$ cat src/rtl/fpu_issue_queue.sv
// rtl/fpu_issue_queue.sv - request FIFO, single-issue sequencer and registered response slot for the FPU core
module fpu_issue_queue #(
    parameter int WIDTH     = 32,
    parameter int OP_WIDTH  = 3,
    parameter int TAG_WIDTH = 4,
    parameter int DEPTH     = 4
) (
    input  logic                     clk,
    input  logic                     reset,
    input  logic                     flush,
    input  logic                     req_valid,
    output logic                     req_ready,
    input  logic [OP_WIDTH-1:0]      req_op,
    input  logic [WIDTH-1:0]         req_a,
    input  logic [WIDTH-1:0]         req_b,
    input  logic [TAG_WIDTH-1:0]     req_tag,
    output logic                     core_start,
    output logic [OP_WIDTH-1:0]      core_op,
    output logic [WIDTH-1:0]         core_a,
    output logic [WIDTH-1:0]         core_b,
    input  logic                     core_busy,
    input  logic                     core_done,
    input  logic [WIDTH-1:0]         core_result,
    output logic                     rsp_valid,
    input  logic                     rsp_ready,
    output logic [WIDTH-1:0]         rsp_result,
    output logic [TAG_WIDTH-1:0]     rsp_tag,
    output logic [$clog2(DEPTH):0]   count
);
    localparam int AW = $clog2(DEPTH);
    localparam logic [AW:0] PTR_ONE = {{AW{1'b0}}, 1'b1};

    typedef enum logic {S_IDLE, S_WAIT} state_t;

    logic [OP_WIDTH-1:0]  op_mem  [DEPTH];
    logic [WIDTH-1:0]     a_mem   [DEPTH];
    logic [WIDTH-1:0]     b_mem   [DEPTH];
    logic [TAG_WIDTH-1:0] tag_mem [DEPTH];

    logic [AW:0]          wr_ptr_q, wr_ptr_d, rd_ptr_q, rd_ptr_d;
    state_t               state_q, state_d;
    logic [TAG_WIDTH-1:0] inflight_tag_q, inflight_tag_d;
    logic                 rsp_valid_q, rsp_valid_d;
    logic [WIDTH-1:0]     rsp_result_q, rsp_result_d;
    logic [TAG_WIDTH-1:0] rsp_tag_q, rsp_tag_d;

    logic [AW-1:0]        wr_idx, rd_idx;
    logic                 empty, full, push, issue, capture;
    logic [TAG_WIDTH-1:0] head_tag, cap_tag;

    assign wr_idx   = wr_ptr_q[AW-1:0];
    assign rd_idx   = rd_ptr_q[AW-1:0];
    assign empty    = (wr_ptr_q == rd_ptr_q);
    assign full     = (wr_ptr_q[AW] != rd_ptr_q[AW]) && (wr_idx == rd_idx);
    assign head_tag = tag_mem[rd_idx];

    assign req_ready = !full;
    assign push      = req_valid && !full && !flush;
    // The response slot must be empty or draining this edge so a same-cycle done can land in it.
    assign issue     = (state_q == S_IDLE) && !empty && !core_busy
                       && (!rsp_valid_q || rsp_ready) && !flush;
    assign capture   = core_done && (issue || (state_q == S_WAIT));
    assign cap_tag   = (state_q == S_WAIT) ? inflight_tag_q : head_tag;

    assign core_start = issue;
    assign core_op    = op_mem[rd_idx];
    assign core_a     = a_mem[rd_idx];
    assign core_b     = b_mem[rd_idx];

    assign rsp_valid  = rsp_valid_q;
    assign rsp_result = rsp_result_q;
    assign rsp_tag    = rsp_tag_q;
    assign count      = wr_ptr_q - rd_ptr_q;

    always_ff @(posedge clk) begin
        if (push) begin
            op_mem[wr_idx]  <= req_op;
            a_mem[wr_idx]   <= req_a;
            b_mem[wr_idx]   <= req_b;
            tag_mem[wr_idx] <= req_tag;
        end
    end

    always_comb begin
        wr_ptr_d       = wr_ptr_q;
        rd_ptr_d       = rd_ptr_q;
        state_d        = state_q;
        inflight_tag_d = inflight_tag_q;
        rsp_valid_d    = rsp_valid_q;
        rsp_result_d   = rsp_result_q;
        rsp_tag_d      = rsp_tag_q;

        if (flush) begin
            rd_ptr_d = wr_ptr_q;
        end else begin
            if (push)  wr_ptr_d = wr_ptr_q + PTR_ONE;
            if (issue) rd_ptr_d = rd_ptr_q + PTR_ONE;
        end

        case (state_q)
            S_IDLE: begin
                if (issue) begin
                    inflight_tag_d = head_tag;
                    if (!core_done) state_d = S_WAIT;
                end
            end
            S_WAIT: begin
                if (core_done) state_d = S_IDLE;
            end
            default: state_d = S_IDLE;
        endcase

        if (capture) begin
            rsp_valid_d  = 1'b1;
            rsp_result_d = core_result;
            rsp_tag_d    = cap_tag;
        end else if (rsp_ready) begin
            rsp_valid_d  = 1'b0;
        end
    end

    always_ff @(posedge clk or negedge reset) begin
        if (!reset) begin
            wr_ptr_q       <= '0;
            rd_ptr_q       <= '0;
            state_q        <= S_IDLE;
            inflight_tag_q <= '0;
            rsp_valid_q    <= 1'b0;
            rsp_result_q   <= '0;
            rsp_tag_q      <= '0;
        end else begin
            wr_ptr_q       <= wr_ptr_d;
            rd_ptr_q       <= rd_ptr_d;
            state_q        <= state_d;
            inflight_tag_q <= inflight_tag_d;
            rsp_valid_q    <= rsp_valid_d;
            rsp_result_q   <= rsp_result_d;
            rsp_tag_q      <= rsp_tag_d;
        end
    end
endmodule

$ cat config.mk
export PLATFORM = sky130hd
export DESIGN_NAME = fpu_issue_queue
export DESIGN_NICKNAME = d
export VERILOG_FILES = /design/src/rtl/fpu_issue_queue.sv
export SDC_FILE = /design/constraint.sdc
export NUM_CORES = 1
export LEC_CHECK = 0
export BUFFER_PORTS_ARGS = -buffer_cell sky130_fd_sc_hd__buf_4
export CAP_MARGIN = 20
export CORE_MARGIN = 2
export CORE_UTILIZATION = 50
export CTS_BUF_LIST = sky130_fd_sc_hd__clkbuf_16
export DETAILED_ROUTE_END_ITERATION = 16
export MAX_ROUTING_LAYER = met4
export PLACE_DENSITY = 0.75
export SYNTH_ARGS = -nofsm -noshare
export SYNTH_HDL_FRONTEND = slang
export SYNTH_SLANG_ARGS = --single-unit
$ cat constraint.sdc
create_clock -name clk -period 3.86 [get_ports clk]
set_input_delay 0.193 -clock clk [delete_from_list [all_inputs] [get_ports clk]]
set_output_delay 0.193 -clock clk [all_outputs]
set_load 0.1 [all_outputs]
==> flow_metrics.env <==
export IMPL_clockBufferDepth=3
export IMPL_rsz0062_at_grt="no"
export IMPL_fin_nets=1004
export IMPL_slew_headroom_pct=57.1
export IMPL_root_buffer="clkbuf_16"
export IMPL_die_w_microns=162
export IMPL_drive_above_1_share_pct=42.8
export IMPL_cp_start_kind="register"
export IMPL_ctsHoldBuffers=106
export IMPL_ant_nets=0
export IMPL_num_io_pins=219
export IMPL_clock_latency_ps=520
export IMPL_timing_final_hold_violations=0
export IMPL_synth_top_area_share_pct=68.2
export IMPL_nFillCells=1463
export IMPL_hold_class="in -> reg"
export IMPL_yosysWarnings=0
export IMPL_grt_usage_pct=20.3
export IMPL_ys_flop_type="edfxtp_1"
export IMPL_cts_sinks=332
export IMPL_wire_per_inst_microns=20.6
export IMPL_critPathRequiredTime_ps=4040
export IMPL_post_cts_buffers=0
export IMPL_ys_ff_latch=332
export IMPL_endpoint_kind="register"
export IMPL_cts_buffers=36
export IMPL_syn_avg_cell_area_sq_um=23.4
export IMPL_setup_viol=0
export IMPL_ys_async_sr_fraction_pct=14.5
export IMPL_skew_ps=23.9
export IMPL_dpl_hpwl_microns=14800
export IMPL_crit_arrival_ps=2860
export IMPL_yosysSeqAreaShare_pct=77.8
export IMPL_gp_congestion=0.811
export IMPL_antenna_found_initial=3
export IMPL_status="finished clean"
export IMPL_yosys_cell_types_count=35
export IMPL_start_util_pct=51.1
export IMPL_viasPerCell=5.22
export IMPL_drt_initial_drc_count=456
export IMPL_first_global_vias=7021
export IMPL_cts_tree="yes"
export IMPL_grt_max_degree=82
export IMPL_final_period_utilization_pct=69.4
export IMPL_synth_cells=535
export IMPL_drc=0
export IMPL_coreArea_sq_um=24500
export IMPL_std_cell_rows=57
export IMPL_port_buffers=218
export IMPL_cap_violations=0
export IMPL_fin_crit_ps=2680
export IMPL_worst_pin_slew_ps=643
export IMPL_netlist_area_sq_um=12500
export IMPL_synth_top_area_cell="edfxtp_1"
export IMPL_clk_pin_slew_ps=60
export IMPL_die_h_microns=162
export IMPL_final_core_util_pct=68.6
export IMPL_synth_edf_count=284
export IMPL_synth_area_top_cells="edfxtp_1 (68%), mux4_2 (12%), dfrtp_1 (9.6%)"
export IMPL_crit_type="reg -> reg"
export IMPL_grt_overflow_total=0
export IMPL_worstPathMaxFanout=26
export IMPL_vias=6466
export IMPL_tns_ps=0
export IMPL_cts_htree_levels=2
export IMPL_drv_slew=0
export IMPL_drtPass1Iterations=5
export IMPL_dieArea_sq_um=26300
export IMPL_grt_pass1_wl_microns=39500
export IMPL_drt_total_wl_microns=25500
export IMPL_fmax_mhz=373
export IMPL_post_cts_resized=0
export IMPL_syn2layout_area_growth_pct=34.2
export IMPL_synthesis_nets=653
flip-flops by register name (all words and copies together) (netlist names):
register        flops
a_mem             128
b_mem             128
inflight_tag_q      4
op_mem             12
rd_ptr_q            3
rsp_result         32
rsp_tag             4
rsp_valid           1
state_q             1
tag_mem            16
wr_ptr_q            3
placed cells by master (no fill, tap or decap), types with 3 or more instances in the layout:
master         count
and2_4             4
a2bb2oi_1          3
a21oi_1            5
inv_1             18
buf_12             5
mux2_2            11
mux2_4            29
xor2_1             3
mux4_2            67
nor2b_1            5
nand2_1            7
clkbuf_16         38
dfrtp_1           46
a21boi_0           3
ha_1               7
o21ai_0            4
buf_4            222
edfxtp_1         284
a211oi_1           3
dlygate4sd3_1    106
mux2i_1            5
diode_2            3
clkinv_1           9
synth_stat cells (2+ instances only):
cell type	instances
ha_1	7
mux2i_1	5
nand2_1	7
xnor2_1	2
dfrtp_1	48
mux2_4	29
buf_12	3
and2_1	5
buf_1	3
a211oi_1	3
a21boi_0	3
clkbuf_1	4
inv_1	9
mux2_2	11
nor2_1	2
buf_2	11
nor2b_1	5
mux4_2	67
a2bb2oi_1	3
xor2_1	3
a21oi_1	5
o21ai_0	4
edfxtp_1	284
worst max-delay path: stages, from the launching register on:
cell and delay (ps):
dfrtp_1 410, inv_1 120, ha_1 360, a311oi_2 550
and2_4 520, buf_4 380
kinds of logic after synthesis:
group,share of synthesized area [%]
xor gates and xnor gates,0.481
AOI/OAI and AO/OA,1.52
and+or+nand+nor,0.951
adders and majority gates,0.861
DFF,77.8
muxes,16.9
buffers and inverters,1.40
per-layer routing:
layer	GRT usage (%)	share of wire, %	routed length (microns)	vias up
met3	5.06	8.0	2030	48
met5	-	0	0	-
li1	-	-	-	2905
met1	25.3	39	10000	3240
met2	33.7	51	12900	273
met4	5.79	2.2	574	0
stage by stage:
stage / area [sq um] / setup WS [ps] / hold slack (ps) / std cells
final: 16800 / 1180 / 63.2 / 1238
after global placement: 14500 / 1330 / 234 / 1065
after CTS: 16700 / 1080 / 48.0 / 1234
after detailed placement: 14500 / 1200 / 247 / 1065
after floorplan: 12500 / 435 / -103 / 535
after global routing: 16800 / 1050 / 73.5 / 1238
cell type report:
| class | instances | area, sq um | share of cell area, % |
|---|---|---|---|
| multi-input cells | 173 | 2610 | 15.5 |
| clock buffers | 38 | 951 | 5.67 |
| diodes | 3 | 7.51 | 0.0447 |
| repair buffers | 334 | 2860 | 17.0 |
| clock inverters | 25 | 181 | 1.08 |
| well taps | 324 | 405 | 2.42 |
| flip-flops and latches | 332 | 9740 | 58.0 |
| inverters | 9 | 33.8 | 0.201 |
worst paths after layout:
path,start,to,slack [ps],depth (start not counted)
max in group asynchronous,reset,rd_ptr_q[0],3130,2
worst min register to register,inflight_tag_q[2],inflight_tag_q[2],510,1
min in group asynchronous,reset,rsp_result[15],240,2
worst max register to register,wr_ptr_q[0],b_mem[3][12],1180,5
worst max-delay path,wr_ptr_q[0],b_mem[3][12],1180,5
worst min-delay path,rsp_ready,rsp_valid,60,3
Power is not shown: default switching activity piles up to over one toggle a cycle in this logic, so the estimate is an artifact.
